`config.mk`:
```
export PLATFORM = sky130hd
export DESIGN_NAME = alu_arbiter
export DESIGN_NICKNAME = d
export VERILOG_FILES = /design/src/rtl/alu_arbiter.sv
export SDC_FILE = /design/constraint.sdc
export NUM_CORES = 1
export LEC_CHECK = 0
export CORE_ASPECT_RATIO = 0.6
export CORE_MARGIN = 4
export CORE_UTILIZATION = 30
export CTS_CLUSTER_SIZE = 10
export DETAILED_ROUTE_END_ITERATION = 10
export PLACE_DENSITY = 0.68
export SLEW_MARGIN = 20
export SYNTH_ARGS = -nofsm -noshare
export SYNTH_HDL_FRONTEND = slang
export SYNTH_SLANG_ARGS = --single-unit
```
`constraint.sdc`:
```
create_clock -name clk -period 3.2 [get_ports clk]
set_input_delay 0.32 -clock clk [delete_from_list [all_inputs] [get_ports clk]]
set_output_delay 0.32 -clock clk [all_outputs]
set_load 0.01 [all_outputs]
```
`src/rtl/alu_arbiter.sv`:
```
// Shared ALU parameters, plus a round-robin front end that lets two requesters
// take turns on one shared combinational ALU.
package alu_params_pkg;
  parameter int DATA_BUS_WIDTH  = 16;
  parameter int ALU_OP_NUM_BITS = 2;
  localparam logic [1:0] ALU_OP_ADD = 2'b00;
  localparam logic [1:0] ALU_OP_SUB = 2'b01;
endpackage

module alu_arbiter #(
  parameter int DATA_BUS_WIDTH  = alu_params_pkg::DATA_BUS_WIDTH,
  parameter int ALU_OP_NUM_BITS = alu_params_pkg::ALU_OP_NUM_BITS
) (
  input  logic                       clk,
  input  logic                       rst_n,
  input  logic                       req0,
  input  logic                       req1,
  input  logic [ALU_OP_NUM_BITS-1:0] op0,
  input  logic [ALU_OP_NUM_BITS-1:0] op1,
  input  logic [DATA_BUS_WIDTH-1:0]  a0,
  input  logic [DATA_BUS_WIDTH-1:0]  b0,
  input  logic [DATA_BUS_WIDTH-1:0]  a1,
  input  logic [DATA_BUS_WIDTH-1:0]  b1,
  output logic                       done0,
  output logic                       done1,
  output logic [DATA_BUS_WIDTH-1:0]  result,
  output logic                       z,
  output logic                       busy,
  output logic [DATA_BUS_WIDTH-1:0]  alu_a,
  output logic [DATA_BUS_WIDTH-1:0]  alu_b,
  output logic [ALU_OP_NUM_BITS-1:0] alu_op,
  input  logic [DATA_BUS_WIDTH-1:0]  alu_result,
  input  logic                       alu_z
);

  typedef enum logic [1:0] {
    ST_IDLE = 2'b00,
    ST_EXEC = 2'b01,
    ST_DONE = 2'b10
  } state_t;

  state_t                     state_r;
  state_t                     next_state_s;
  logic                       grant_valid_s;
  logic                       grant_idx_s;
  logic                       grant_idx_r;
  logic                       ptr_r;
  logic [ALU_OP_NUM_BITS-1:0] op_r;
  logic [DATA_BUS_WIDTH-1:0]  a_r;
  logic [DATA_BUS_WIDTH-1:0]  b_r;
  logic [DATA_BUS_WIDTH-1:0]  result_r;
  logic                       z_r;
  logic                       done0_r;
  logic                       done1_r;
  logic                       busy_r;

  // State register.
  always_ff @(posedge clk or negedge rst_n) begin
    if (!rst_n) begin
      state_r <= ST_IDLE;
    end else begin
      state_r <= next_state_s;
    end
  end

  // Next-state and grant selection; ptr_r only breaks ties when both ask.
  always_comb begin
    next_state_s  = state_r;
    grant_valid_s = 1'b0;
    grant_idx_s   = 1'b0;
    case (state_r)
      ST_IDLE: begin
        if (req0 && req1) begin
          grant_valid_s = 1'b1;
          grant_idx_s   = ptr_r;
        end else if (req0) begin
          grant_valid_s = 1'b1;
          grant_idx_s   = 1'b0;
        end else if (req1) begin
          grant_valid_s = 1'b1;
          grant_idx_s   = 1'b1;
        end else begin
          grant_valid_s = 1'b0;
          grant_idx_s   = 1'b0;
        end
        if (grant_valid_s) begin
          next_state_s = ST_EXEC;
        end else begin
          next_state_s = ST_IDLE;
        end
      end
      ST_EXEC: next_state_s = ST_DONE;
      ST_DONE: next_state_s = ST_IDLE;
      default: next_state_s = ST_IDLE;
    endcase
  end

  // Latch the winner's request at the grant edge so later input changes cannot disturb it.
  always_ff @(posedge clk or negedge rst_n) begin
    if (!rst_n) begin
      ptr_r       <= 1'b0;
      grant_idx_r <= 1'b0;
      op_r        <= {ALU_OP_NUM_BITS{1'b0}};
      a_r         <= {DATA_BUS_WIDTH{1'b0}};
      b_r         <= {DATA_BUS_WIDTH{1'b0}};
    end else if (grant_valid_s) begin
      ptr_r       <= ~grant_idx_s;
      grant_idx_r <= grant_idx_s;
      op_r        <= grant_idx_s ? op1 : op0;
      a_r         <= grant_idx_s ? a1 : a0;
      b_r         <= grant_idx_s ? b1 : b0;
    end
  end

  // Capture the ALU outcome leaving EXEC; done pulses cover exactly the DONE cycle.
  always_ff @(posedge clk or negedge rst_n) begin
    if (!rst_n) begin
      result_r <= {DATA_BUS_WIDTH{1'b0}};
      z_r      <= 1'b0;
      done0_r  <= 1'b0;
      done1_r  <= 1'b0;
      busy_r   <= 1'b0;
    end else begin
      if (state_r == ST_EXEC) begin
        result_r <= alu_result;
        z_r      <= alu_z;
      end
      done0_r <= (state_r == ST_EXEC) && !grant_idx_r;
      done1_r <= (state_r == ST_EXEC) && grant_idx_r;
      busy_r  <= (next_state_s != ST_IDLE);
    end
  end

  assign alu_a  = (state_r == ST_EXEC) ? a_r  : {DATA_BUS_WIDTH{1'b0}};
  assign alu_b  = (state_r == ST_EXEC) ? b_r  : {DATA_BUS_WIDTH{1'b0}};
  assign alu_op = (state_r == ST_EXEC) ? op_r : {ALU_OP_NUM_BITS{1'b0}};

  assign result = result_r;
  assign z      = z_r;
  assign done0  = done0_r;
  assign done1  = done1_r;
  assign busy   = busy_r;

endmodule

```
==> run summary <==
Largest stage delay, worst path: 0.55 ns
Total GRT Usage: 16.4%
Die area: 10900 sq um
Reg2reg end: b_r[6]
Top post-synthesis cells by area: dfrtp_1 52%, o221ai_1 11%, inv_1 9.4%
Area growth, synth to finish: 63.5%
Vias per Instance: 4.73
Layout fillers: 833
Synth cell types: 17
Crit path launch: state_r[1]
Combinational group share of total power: 44.0%
Synth Area in Adders: 0%
Final clock skew: 0.00574 ns
Pint: 0.00256 W
TritonCTS clock tree: yes
Register bit total from synthesis: 58
First-pass GRT wire length: 14200 um
Clock sinks: 58
Detailed Route WL: 8810 um
Tmin final: 2.26 ns
Grt ovf: 0
# IOs: 143
Largest net degree at the start of global routing: 38
Crit path required time: 2.88 ns
Fin. Hold Viols: 0
Worst-margin pin slew: 0.841 ns
Worst R2R Setup Slack: 1.35 ns
Clock latency on the worst-skew pair: 0.31 ns
Setup bufs post-CTS: 0
Compound-gate portion of the synthesized area: 17.4%
Setup Crit Path Kind: register to primary output
Core ar.: 8780 sq um
Worst Slack Setup Final: 0.937 ns
CTS buffer count: 9
Post-synthesis cell area: 2790 sq um
Area of placed instances: 4270 sq um
Flop pwr share: 32.6%
Post-synth top area share: 52.1%
Maximum clock rate: 0.442 GHz
CP startpoint kind: register
Setup TNS: 0 ns
Final period util: 70.7%
H-tree depth: 3
Clock root cell: clkbuf_16
Status: completed
Slew HR: 43.8%
Critical path's slowest cell: clkdlybuf4s50_1
Cell Chain, Critical Path: nand2b_1 -> inv_1 -> buf_4 -> and2_1 -> clkdlybuf4s50_1
DP HPWL: 6500 um
Synth Net Count: 405
Worst IR drop on VDD: 385 uV
Simple-gate share of the synthesized area: 17.1%
# diodes: 0
Sw frac: 34.3%
Final #Nets: 543
Number of synthesis warnings: 0
Fin. max-slew vios: 0
Vias: 2696
Clock power frac: 23.4%
Die width: 132 um
Antenna-violating nets left: 0
Worst-path clk slew: 0.05 ns
Syn avg cell area: 8.82 sq um
Drt pass-1 iters: 4
Share of cells above drive strength 1: 5.02%
Setup-failing EPs final: 0
Psw: 0.00134 W
Pwr Density: 856 nW/um^2
Post-cts resize count: 0
Worst hold path class: input port to asynchronous set/reset pin
RSZ-0062 raised after global routing: false
Worst Path Arrival: 1.94 ns
Register Area: 1450 sq um
Leading area contributor after synthesis: dfrtp_1
Vias in the first global route: 2808
DP Worst Slack: 1.02 ns
Leakage power: 2.17 nW
Crit Path Max Fanout: 32
Cells after Synth: 316
Port Buffers: 142
Routed len/inst: 15.5 um
Largest family of logic cells by synthesized area: compound AO/OA/AOI/OAI gates
FP Rows: 26
Fraction of synthesized cell area in xor and xnor cells: 0%
Finished Cell Area: 4560 sq um
Initial antenna violation count: 0
Register area share after synthesis: 52.1%
DR DRC count: 0
Multi-input gate area: 962 sq um
Reg2reg start: state_r[0]
Initial core utilization: 31.7%
Reg2Reg Depth: 3
Die Height: 82.7 um
CP Capture Type: primary output
CTS Hold Bufs: 0
Longest Clk Path Bufs: 2
Max Cap Viol: 0
Initial DRC Count: 129
GP Congestion: 0.810
Mux cell area share after synthesis: 0%
## Yosys cell counts
library cell and n:
a21boi_1 1, and2_1 34, buf_2 9, buf_6 3
clkbuf_1 7, clkbuf_2 1, dfrtp_1 58, inv_1 70
nand2_1 53, nand2b_1 2, nand3_2 2, nor2_1 4
nor2_4 1, o21ai_0 9, o21ai_1 27, o221ai_1 34
or2_1 1
## kinds of logic (layout without fill, tap and decap cells)
| kind of cell | Yosys count | count (layout) |
|---|---|---|
| AND/OR/NAND/NOR | 97 | 97 |
| buffers and inverters | 90 | 232 |
| AO/OA/AOI/OAI | 71 | 71 |
| flip-flops | 58 | 58 |
## placed cells by master (no fill, tap or decap)
cell type	count
clkdlybuf4s50_1	141
inv_1	70
dfrtp_1	58
nand2_1	53
and2_1	34
o221ai_1	34
o21ai_1	27
o21ai_0	9
clkbuf_16	9
buf_4	5
nor2_1	4
nand2b_1	2
nand3_2	2
clkinv_2	2
or2_1	1
nor2_4	1
a21boi_1	1
clkinv_4	1
clkinvlp_4	1
bufinv_16	1
clkbuf_1	1
buf_2	1
## power groups by stage
stage | logic [W] | registers, W | clock network (W)
global placement | 0.00169 | 0.00126 | 0
CTS | 0.00175 | 0.00128 | 0.000935
floorplan | 0.000886 | 0.00128 | 0
detailed placement | 0.00174 | 0.00128 | 0
finish | 0.00172 | 0.00127 | 0.000915
global route | 0.00190 | 0.00131 | 0.000973
## sequential cells by signal, summed over array words and instances (netlist names)
register and count:
state_r 2, busy 1, a_r 16, z 1, done1 1, b_r 16, op_r 2, done0 1
result 16, grant_idx_r 1, ptr_r 1
## stage by stage
stage / std cells / hold slack, ns / power [W] / util [%]
final: 570 / 0.0445 / 0.00390 / 51.9
after global placement: 555 / 0.385 / 0.00296 / 48.6
after CTS: 570 / 0.0545 / 0.00396 / 51.9
after global routing: 570 / 0.0881 / 0.00418 / 51.9
after floorplan: 316 / 0.0244 / 0.00217 / -
after detailed placement: 555 / 0.392 / 0.00303 / 48.6
## layout make-up
class / count / area share (%)
Timing Repair Buffer: 147 / 31.9
Sequential cell: 58 / 31.9
Multi-Input combinational cell: 168 / 21.1
Inverter: 70 / 5.77
Clock buffer: 10 / 5.03
Tap cell: 112 / 3.08
Clock inverter: 5 / 1.24
## routing by layer
layer	GRT usage, %	vias to the layer above	share of wire [%]
li1	-	1295	-
met4	3.42	0	0.76
met5	0	-	0
met3	6.36	9	8.9
met2	26.0	110	42
met1	21.6	1282	48
## worst max-delay path: cells and delay by family (launching register included)
kind	cells	cell delay, ns
buffers and inverters	3	0.90
flip-flops	1	0.38
AND/OR/NAND/NOR	2	0.36
## how the worst max path moves through the flow
stage | cells after the start | endpoint | slack (ns)
2_1_floorplan | 4 | alu_a[0] | 1.85
3_3_place_gp | 4 | a_r[13] | 1.13
3_5_place_dp | 4 | a_r[10] | 1.02
4_1_cts | 5 | alu_a[8] | 0.91
5_1_grt | 5 | alu_a[8] | 0.84
6_report | 5 | alu_a[8] | 0.94
Power figures use the tool's default switching activity.
